--- config.mk ---
export PLATFORM = sky130hd
export DESIGN_NAME = int_div_iterative
export DESIGN_NICKNAME = d
export VERILOG_FILES = /design/src/rtl/int_div_pkg.sv /design/src/rtl/int_div_step.sv /design/src/rtl/int_div_iterative.sv
export SDC_FILE = /design/constraint.sdc
export NUM_CORES = 1
export LEC_CHECK = 0
export BUFFER_PORTS_ARGS = -buffer_cell sky130_fd_sc_hd__buf_2
export CAP_MARGIN = 20
export CORE_MARGIN = 5
export CORE_UTILIZATION = 50
export DETAILED_ROUTE_END_ITERATION = 8
export PLACE_DENSITY_LB_ADDON = 0.08
export SETUP_SLACK_MARGIN = 0.5
export SLEW_MARGIN = 20
export SYNTH_ARGS = -nofsm -noshare
export SYNTH_HDL_FRONTEND = slang
export SYNTH_SLANG_ARGS = --single-unit
--- constraint.sdc ---
create_clock -name clk -period 3.8 [get_ports clk]
set_input_delay 0.38 -clock clk [delete_from_list [all_inputs] [get_ports clk]]
set_output_delay 0.38 -clock clk [all_outputs]
set_load 0.05 [all_outputs]
--- src/rtl/int_div_pkg.sv ---
// Shared definitions for the iterative divider and the muldiv unit.
package int_div_pkg;

    typedef enum logic [1:0] {
        IDLE = 2'd0,
        CALC = 2'd1,
        DONE = 2'd2
    } state_t;

    // Step-counter width for an n-bit divide; counts 0 .. n-1.
    function automatic int cnt_nbits(input int n);
        return (n < 2) ? 1 : $clog2(n);
    endfunction

endpackage

--- src/rtl/int_div_step.sv ---
// One restoring-division step: shift in next dividend bit, trial-subtract divisor.
// Latency: combinational.
// Backpressure: none (pure function of its inputs).
module int_div_step #(
    parameter int p_nbits = 32
) (
    input  logic [p_nbits-1:0] rem,
    input  logic [p_nbits-1:0] quot,
    input  logic [p_nbits-1:0] divisor,
    output logic [p_nbits-1:0] rem_nxt,
    output logic [p_nbits-1:0] quot_nxt
);

    logic [p_nbits:0] sh;
    logic [p_nbits:0] diff;

    assign sh   = {rem, quot[p_nbits-1]};
    assign diff = sh - {1'b0, divisor};

    // rem < divisor is invariant, so a restored remainder never needs the extra bit.
    assign rem_nxt  = diff[p_nbits] ? sh[p_nbits-1:0] : diff[p_nbits-1:0];
    assign quot_nxt = {quot[p_nbits-2:0], ~diff[p_nbits]};

endmodule

--- src/rtl/int_div_iterative.sv ---
// Iterative restoring integer divider (signed/unsigned, RISC-V div-by-zero semantics).
// Latency: accept in cycle 0, result valid in cycle p_nbits+1; one op in flight.
// Backpressure: result held in DONE until ostream_rdy; istream_rdy low until then.
module int_div_iterative
    import int_div_pkg::*;
#(
    parameter int p_nbits = 32
) (
    input  logic               clk,
    input  logic               reset_n,
    input  logic               istream_val,
    output logic               istream_rdy,
    input  logic               istream_signed,
    input  logic [p_nbits-1:0] istream_a,
    input  logic [p_nbits-1:0] istream_b,
    output logic               ostream_val,
    input  logic               ostream_rdy,
    output logic [p_nbits-1:0] ostream_quot,
    output logic [p_nbits-1:0] ostream_rem
);

    localparam int CNT_NBITS = cnt_nbits(p_nbits);
    localparam logic [CNT_NBITS-1:0] CNT_LAST = CNT_NBITS'(p_nbits - 1);

    state_t               state;
    logic [CNT_NBITS-1:0] cnt;
    logic [p_nbits-1:0]   rem_q;
    logic [p_nbits-1:0]   quot_q;
    logic [p_nbits-1:0]   divisor_q;
    logic                 sign_q;
    logic                 sign_r;
    logic                 b_zero;

    logic [p_nbits-1:0]   rem_nxt;
    logic [p_nbits-1:0]   quot_nxt;
    logic [p_nbits-1:0]   a_mag;
    logic [p_nbits-1:0]   b_mag;
    logic                 a_neg;
    logic                 b_neg;

    assign a_neg = istream_signed & istream_a[p_nbits-1];
    assign b_neg = istream_signed & istream_b[p_nbits-1];
    // -2^(n-1) maps onto itself, which the unsigned datapath handles correctly.
    assign a_mag = a_neg ? -istream_a : istream_a;
    assign b_mag = b_neg ? -istream_b : istream_b;

    int_div_step #(.p_nbits(p_nbits)) u_step (
        .rem      (rem_q),
        .quot     (quot_q),
        .divisor  (divisor_q),
        .rem_nxt  (rem_nxt),
        .quot_nxt (quot_nxt)
    );

    always_ff @(posedge clk or negedge reset_n) begin
        if (!reset_n) begin
            state     <= IDLE;
            cnt       <= '0;
            rem_q     <= '0;
            quot_q    <= '0;
            divisor_q <= '0;
            sign_q    <= 1'b0;
            sign_r    <= 1'b0;
            b_zero    <= 1'b0;
        end else begin
            case (state)
                IDLE: begin
                    if (istream_val) begin
                        state     <= CALC;
                        cnt       <= '0;
                        rem_q     <= '0;
                        quot_q    <= a_mag;
                        divisor_q <= b_mag;
                        sign_q    <= a_neg ^ b_neg;
                        sign_r    <= a_neg;
                        b_zero    <= (istream_b == '0);
                    end
                end
                CALC: begin
                    rem_q  <= rem_nxt;
                    quot_q <= quot_nxt;
                    cnt    <= cnt + CNT_NBITS'(1);
                    if (cnt == CNT_LAST) begin
                        state <= DONE;
                    end
                end
                DONE: begin
                    if (ostream_rdy) begin
                        state <= IDLE;
                    end
                end
                default: state <= IDLE;
            endcase
        end
    end

    assign istream_rdy = reset_n && (state == IDLE);
    assign ostream_val = (state == DONE);

    // Quotient sign is suppressed on divide-by-zero so the all-ones result survives.
    always_comb begin
        ostream_quot = '0;
        ostream_rem  = '0;
        if (state == DONE) begin
            ostream_quot = (sign_q && !b_zero) ? -quot_q : quot_q;
            ostream_rem  = sign_r ? -rem_q : rem_q;
        end
    end

endmodule
======== Yosys cells after proc, flatten, opt, wreduce, memory -nomap -nowiden ========
Index checks and enable logic that the tools add are counted.
storage, ports and cells
  register bits after elaboration ......... 106
  bits of input ports ..................... 69
  output and inout bits ................... 66
  logic and storage cells ................. 50
cells by class
  add/subtract/negate cells ............... 6
  eq/ne operators ......................... 6
  muxes and demuxes ....................... 17
  bitwise gates (word level) .............. 4
  reductions and logical operators ........ 9
operators with widths
  operator               number
  $mux W32               9
  $neg A32 Y32           4
  $pmux W32 S2           2
  $sub A33 B32 Y33       1
  $logic_not A32 Y1      1
  $pmux W5 S2            1
  $mux W2                3
  $pmux W2 S3            1
  $add A5 B1 Y5 const B  1
  $eq A5 B5 Y1 const B   1
  $mux W5                1
  $ne A2 B2 Y1 const B   2
  $reduce_and A2 Y1      2
  $reduce_and A3 Y1      1
  $and A1 B1 Y1          2
  $eq A2 B1 Y1 const B   1
  $eq A2 B2 Y1 const B   1
  $logic_and A1 B1 Y1    2
  $logic_not A2 Y1       1
  $ne A2 B1 Y1 const B   1
  $reduce_bool A2 Y1     1
  $logic_not A1 Y1       1
  $not A1 Y1             1
  $xor A1 B1 Y1          1

======== Depth between registers and ports, before layout ========
  depth in word-level cells ............... 4
  depth in mapped cells ................... 15
  depth with buffers taken out ............ 13

======== Hierarchy ========
Synthesis repeated with hierarchy kept, for this count alone.
unflattened totals
  cell total of the unflattened synthesis .. 1,272
  area total of the unflattened synthesis .. 10,043.4 µm²
modules (own cells, without submodules)
  module             times used  cells an instance  area each (µm²)  sequential area each (µm²)
  int_div_iterative  1           936                7,452.1          2,652.5
  int_div_step       1           336                2,591.2          0.0

======== Worst setup path after synthesis ========
OpenSTA, ideal clock, no wires.
  path kind ............................... register to output
  from .................................... reg rem_q[0]
  to ...................................... out ostream_rem[22]
  arrival ................................. 2,979 ps
  data required time ...................... 3,420 ps
  setup slack ............................. 441 ps
  stages on the path, launching flop included .. 12
  path buffers ............................ 0
  cells stage by stage .................... dfrtp_1 inv_1 ha_1 nand2b_1 or4_1 or2_2 or3_1 inv_2 nand2_1 o31ai_1 xor2_1 nor2_1
on the way
  longest elaborated chain between the ends .. 3
ends and longest elaborated chain
  what                    RTL line                  RTL
  from (decl)             int_div_iterative.sv:27   logic [p_nbits-1:0] rem_q;
  from (signal assigned)  int_div_iterative.sv:80   rem_q <= rem_nxt;
  $neg A32 Y32            int_div_iterative.sv:106  ostream_rem = sign_r ? -rem_q : rem_q;
  $mux W32                int_div_iterative.sv:106
  $mux W32                int_div_iterative.sv:104  if (state == DONE) begin
  to (decl)               int_div_iterative.sv:19   output logic [p_nbits-1:0] ostream_rem
No other way between the ends.

======== Final worst setup path ========
  from .................................... reg rem_q[1]
  to ...................................... out ostream_rem[22]
Same word-level chain as after synthesis.

==> metrics.md <==
| Metric | Value |
|---|---|
| Slowest CP cell | or4_4 |
| Leakage | 4.77 nW |
| CTS Buf Count | 9 |
| Layout fillers | 1694 |
| Vias in the first global route | 8045 |
| Max-slew headroom | 0.306 |
| RePlAce Congestion | 0.908 |
| Synth Net Count | 1261 |
| Mapped Area | 0.00909 sq mm |
| Total Nets Final | 1393 |
| YS warnings | 0 |
| Top_reg_cell synth | dfrtp_1 |
| Finished Cell Area | 0.0109 sq mm |
| Max frequency | 295 MHz |
| Hold endpoint | state[1] |
| Seq cells post-synth | 106 |
| DP HPWL | 18700 um |
| Number of DRC markers in iteration 0 | 665 |
| R2R Path Start | rem_q[5] |
| Synth area leaders | dfrtp_1 (29%), xor2_1 (7.4%), o21ai_0 (7.0%), xnor2_1 (6.2%), ha_1 (5.2%) |
| Ys async rst share | 1.00 |
| Clock Sinks | 106 |
| Worst setup SP type | flip-flop |
| Fin. max-slew vios | 0 |
| Sequential cell area fraction in the yosys report | 0.292 |
| Worst-path fanout max | 4 |
| Final Cycle Share | 0.891 |
| Status | completed |
| Row cnt | 49 |
| Setup slack, reg-to-reg | 0.60 ns |
| Wirelength, routed | 26300 um |
| Buffer depth of the longest clock path | 2 |
| Worst EP required | 3.42 ns |
| Crit path DAT | 3.00 ns |
| Post-synth top area share | 0.292 |
| DR WL/cell | 17.3 um |
| Top delay family on crit path | simple AND/OR/NAND/NOR gates |
| Pin count of the biggest net entering global routing | 56 |
| Hold slack final | 0.228 ns |
| Setup-failing EPs final | 0 |
| Hold Path Depth | 2 |
| CORE AREA | 0.0179 sq mm |
| CP Buf/Inv Count | 3 |
| DRC | 0 |
| Die width | 145 um |
| Antenna-violating nets left | 0 |
| Number of port buffers | 134 |
| Crit path kind | flip-flop to primary output |
| Die Area | 0.0210 sq mm |
| Number of flops mapped to enable cells by yosys | 0 |
| Register-to-Register Path Depth | 13 |
| Worst Hold Class | input pin to flip-flop |
| Die Ht | 145 um |
| Via count | 8721 |
| Layout cell share with drive strength beyond 1 | 0.206 |
| GRT overflow | 0 |
| Setup TNS | 0 ns |
| CTS tree | done |
| Clk Latency, worst-skew pair | 0.36 ns |
| Peak per-stage delay on the critical path | 0.52 ns |
| Unrepaired setup endpoints after global routing | yes |
| Vias/cell | 5.74 |
| Hold Crit Start | ostream_rdy |
| MaxCap Viol Count | 0 |
| Placed inst area | 0.00988 sq mm |
| Crit path capture type | primary output |
| Root Driver | clkbuf_16 |
| Area Overhead vs Synth | 19.9% |
| I/O Pins | 135 |
| Initial Util | 0.508 |
| Final Critical Period | 3.38 ns |
| Power Dens Cells | 1030 mW/mm^2 |
| Most common cell in the netlist | o21ai_0 |
| CTS clk-pin slew, worst paths | 0.07 ns |
| Final cell count without fillers | 1519 |
| Htree depth | 3 |
| Final Core Density | 0.608 |
| Crit-path cells | inv_2 -> ha_4 -> nand2b_4 -> or4_4 -> or2_4 -> or3_4 -> inv_2 -> nand2_2 -> o31ai_2 -> xor2_1 -> nor2_2 -> buf_6 |
| Hold Vio Cnt, Final | 0 |
| Most numerous cell on the critical path | inv_2 |
| Drt pass-1 iters | 5 |
| Cell count after synthesis | 1153 |
| First-pass GRT wire length | 41200 um |
| Top cells by count, synth | o21ai_0 (128), nor2_1 (118), nand2_1 (115) |
| Placed cell count | 1470 |
| RR Endpoint | rem_q[1] |
| Post-Syn Area per Cell | 7.88 sq um |
| GRT Total Usage | 0.243 |
| Maximum VDD drop | 0.464 mV |
| Clk_skew | 0.00983 ns |
| Worst-Margin Slew | 1.04 ns |
| Initial antenna violation count | 3 |
| Netlist cell types | 76 |
| Cell taking the most area after synthesis | dfrtp_1 |
==> flip-flops by register name, summed over array words and instances (netlist names) <==
| register | count |
|---|---|
| divisor_q | 32 |
| quot_q | 32 |
| rem_q | 32 |
| cnt | 5 |
| state | 2 |
| b_zero | 1 |
| sign_q | 1 |
| sign_r | 1 |
==> layout by cell type (no fill, tap or decap), drive strengths merged, types with 2 or more instances in the layout <==
cell	instances
a32oi	2
nand4	6
or3	20
a41oi	2
dfrtp	106
mux2	2
nand3b	2
buf	171
xor2	77
o2bb2ai	2
nor2b	9
o41ai	12
a21o	12
and2	12
nor4	12
and3	6
o211ai	3
o31ai	22
o21a	5
a22oi	31
nor2	119
nor3	20
and2b	2
xnor2	64
a21oi	74
mux2i	30
a31oi	7
nand2b	11
a211oi	5
a221o	2
nand3	26
o21ai	156
nand2	115
clkbuf	16
a2111oi	4
inv	53
or2	5
or4	9
ha	38
==> routing by layer <==
layer,GRT usage,share of wire
met1,0.348,0.47
met2,0.387,0.47
met3,0.0358,0.047
met4,0.0594,0.019
met5,0,0.00087
==> area by class of cell <==
class	count	area (sq um)	share of cell area
timing repair buffer	177	1170	0.107
inverter	52	195	0.0179
sequential	106	2660	0.244
tap	229	287	0.0263
clock inverter	4	51.3	0.00471
multi-input combinational	939	6290	0.577
clock buffer	11	243	0.0223
antenna	1	2.50	0.000230
==> power by group <==
group | switching, mW | internal, mW
clock | 0.437 | 0.528
combinational | 4.09 | 3.62
sequential | 0.830 | 1.73
==> worst max path at each step <==
stage | cells after the start | startpoint | end | slack [ns]
CTS | 12 | rem_q[0] | ostream_rem[22] | 0.37
global route | 9 | rem_q[10] | ostream_rem[29] | 0.31
finish | 12 | rem_q[1] | ostream_rem[22] | 0.42
global placement | 14 | quot_q[31] | rem_q[1] | 0.44
floorplan | 9 | rem_q[0] | ostream_rem[16] | 0.55
detailed placement | 14 | quot_q[31] | rem_q[1] | 0.33
==> worst register-to-register path: stages (launching register included) <==
cell and delay, ns:
dfrtp_1 0.45, ha_1 0.40, o21a_1 0.20, nor2_1 0.31, a2111oi_4 0.10, or3_4 0.36
o22a_4 0.26, nor2_2 0.12, or2_4 0.15, o211ai_4 0.09, buf_6 0.16, buf_12 0.13
mux2_4 0.29, o21ai_1 0.10
==> cells by family (layout without fill, tap and decap cells) <==
group	Yosys count	after routing	synth area share
AND/OR/NAND/NOR	378	378	0.196
other	0	1	0
XOR/XNOR	141	141	0.136
AO/OA/AOI/OAI	349	349	0.234
multiplexers	32	32	0.0363
adder cells (fa/ha/maj)	39	39	0.0545
buffers and inverters	108	244	0.0516
flip-flops	106	106	0.292
==> stage by stage <==
stage,setup slack [ns],power [mW]
final,0.415,11.2
after global routing,0.307,12.1
after CTS,0.371,10.7
after detailed placement,0.333,9.03
after global placement,0.444,8.93
after floorplan,0.555,7.75
==> timing repair <==
action,CTS,global route
cloned,2,1
gates resized for setup,53,59
buffers inserted,18,11
endpoints found under the setup margin,54,56
hold buffers,1,0
pin swaps,9,27
hold endpoints to repair,9,0
(Power assumes the default switching activity.)
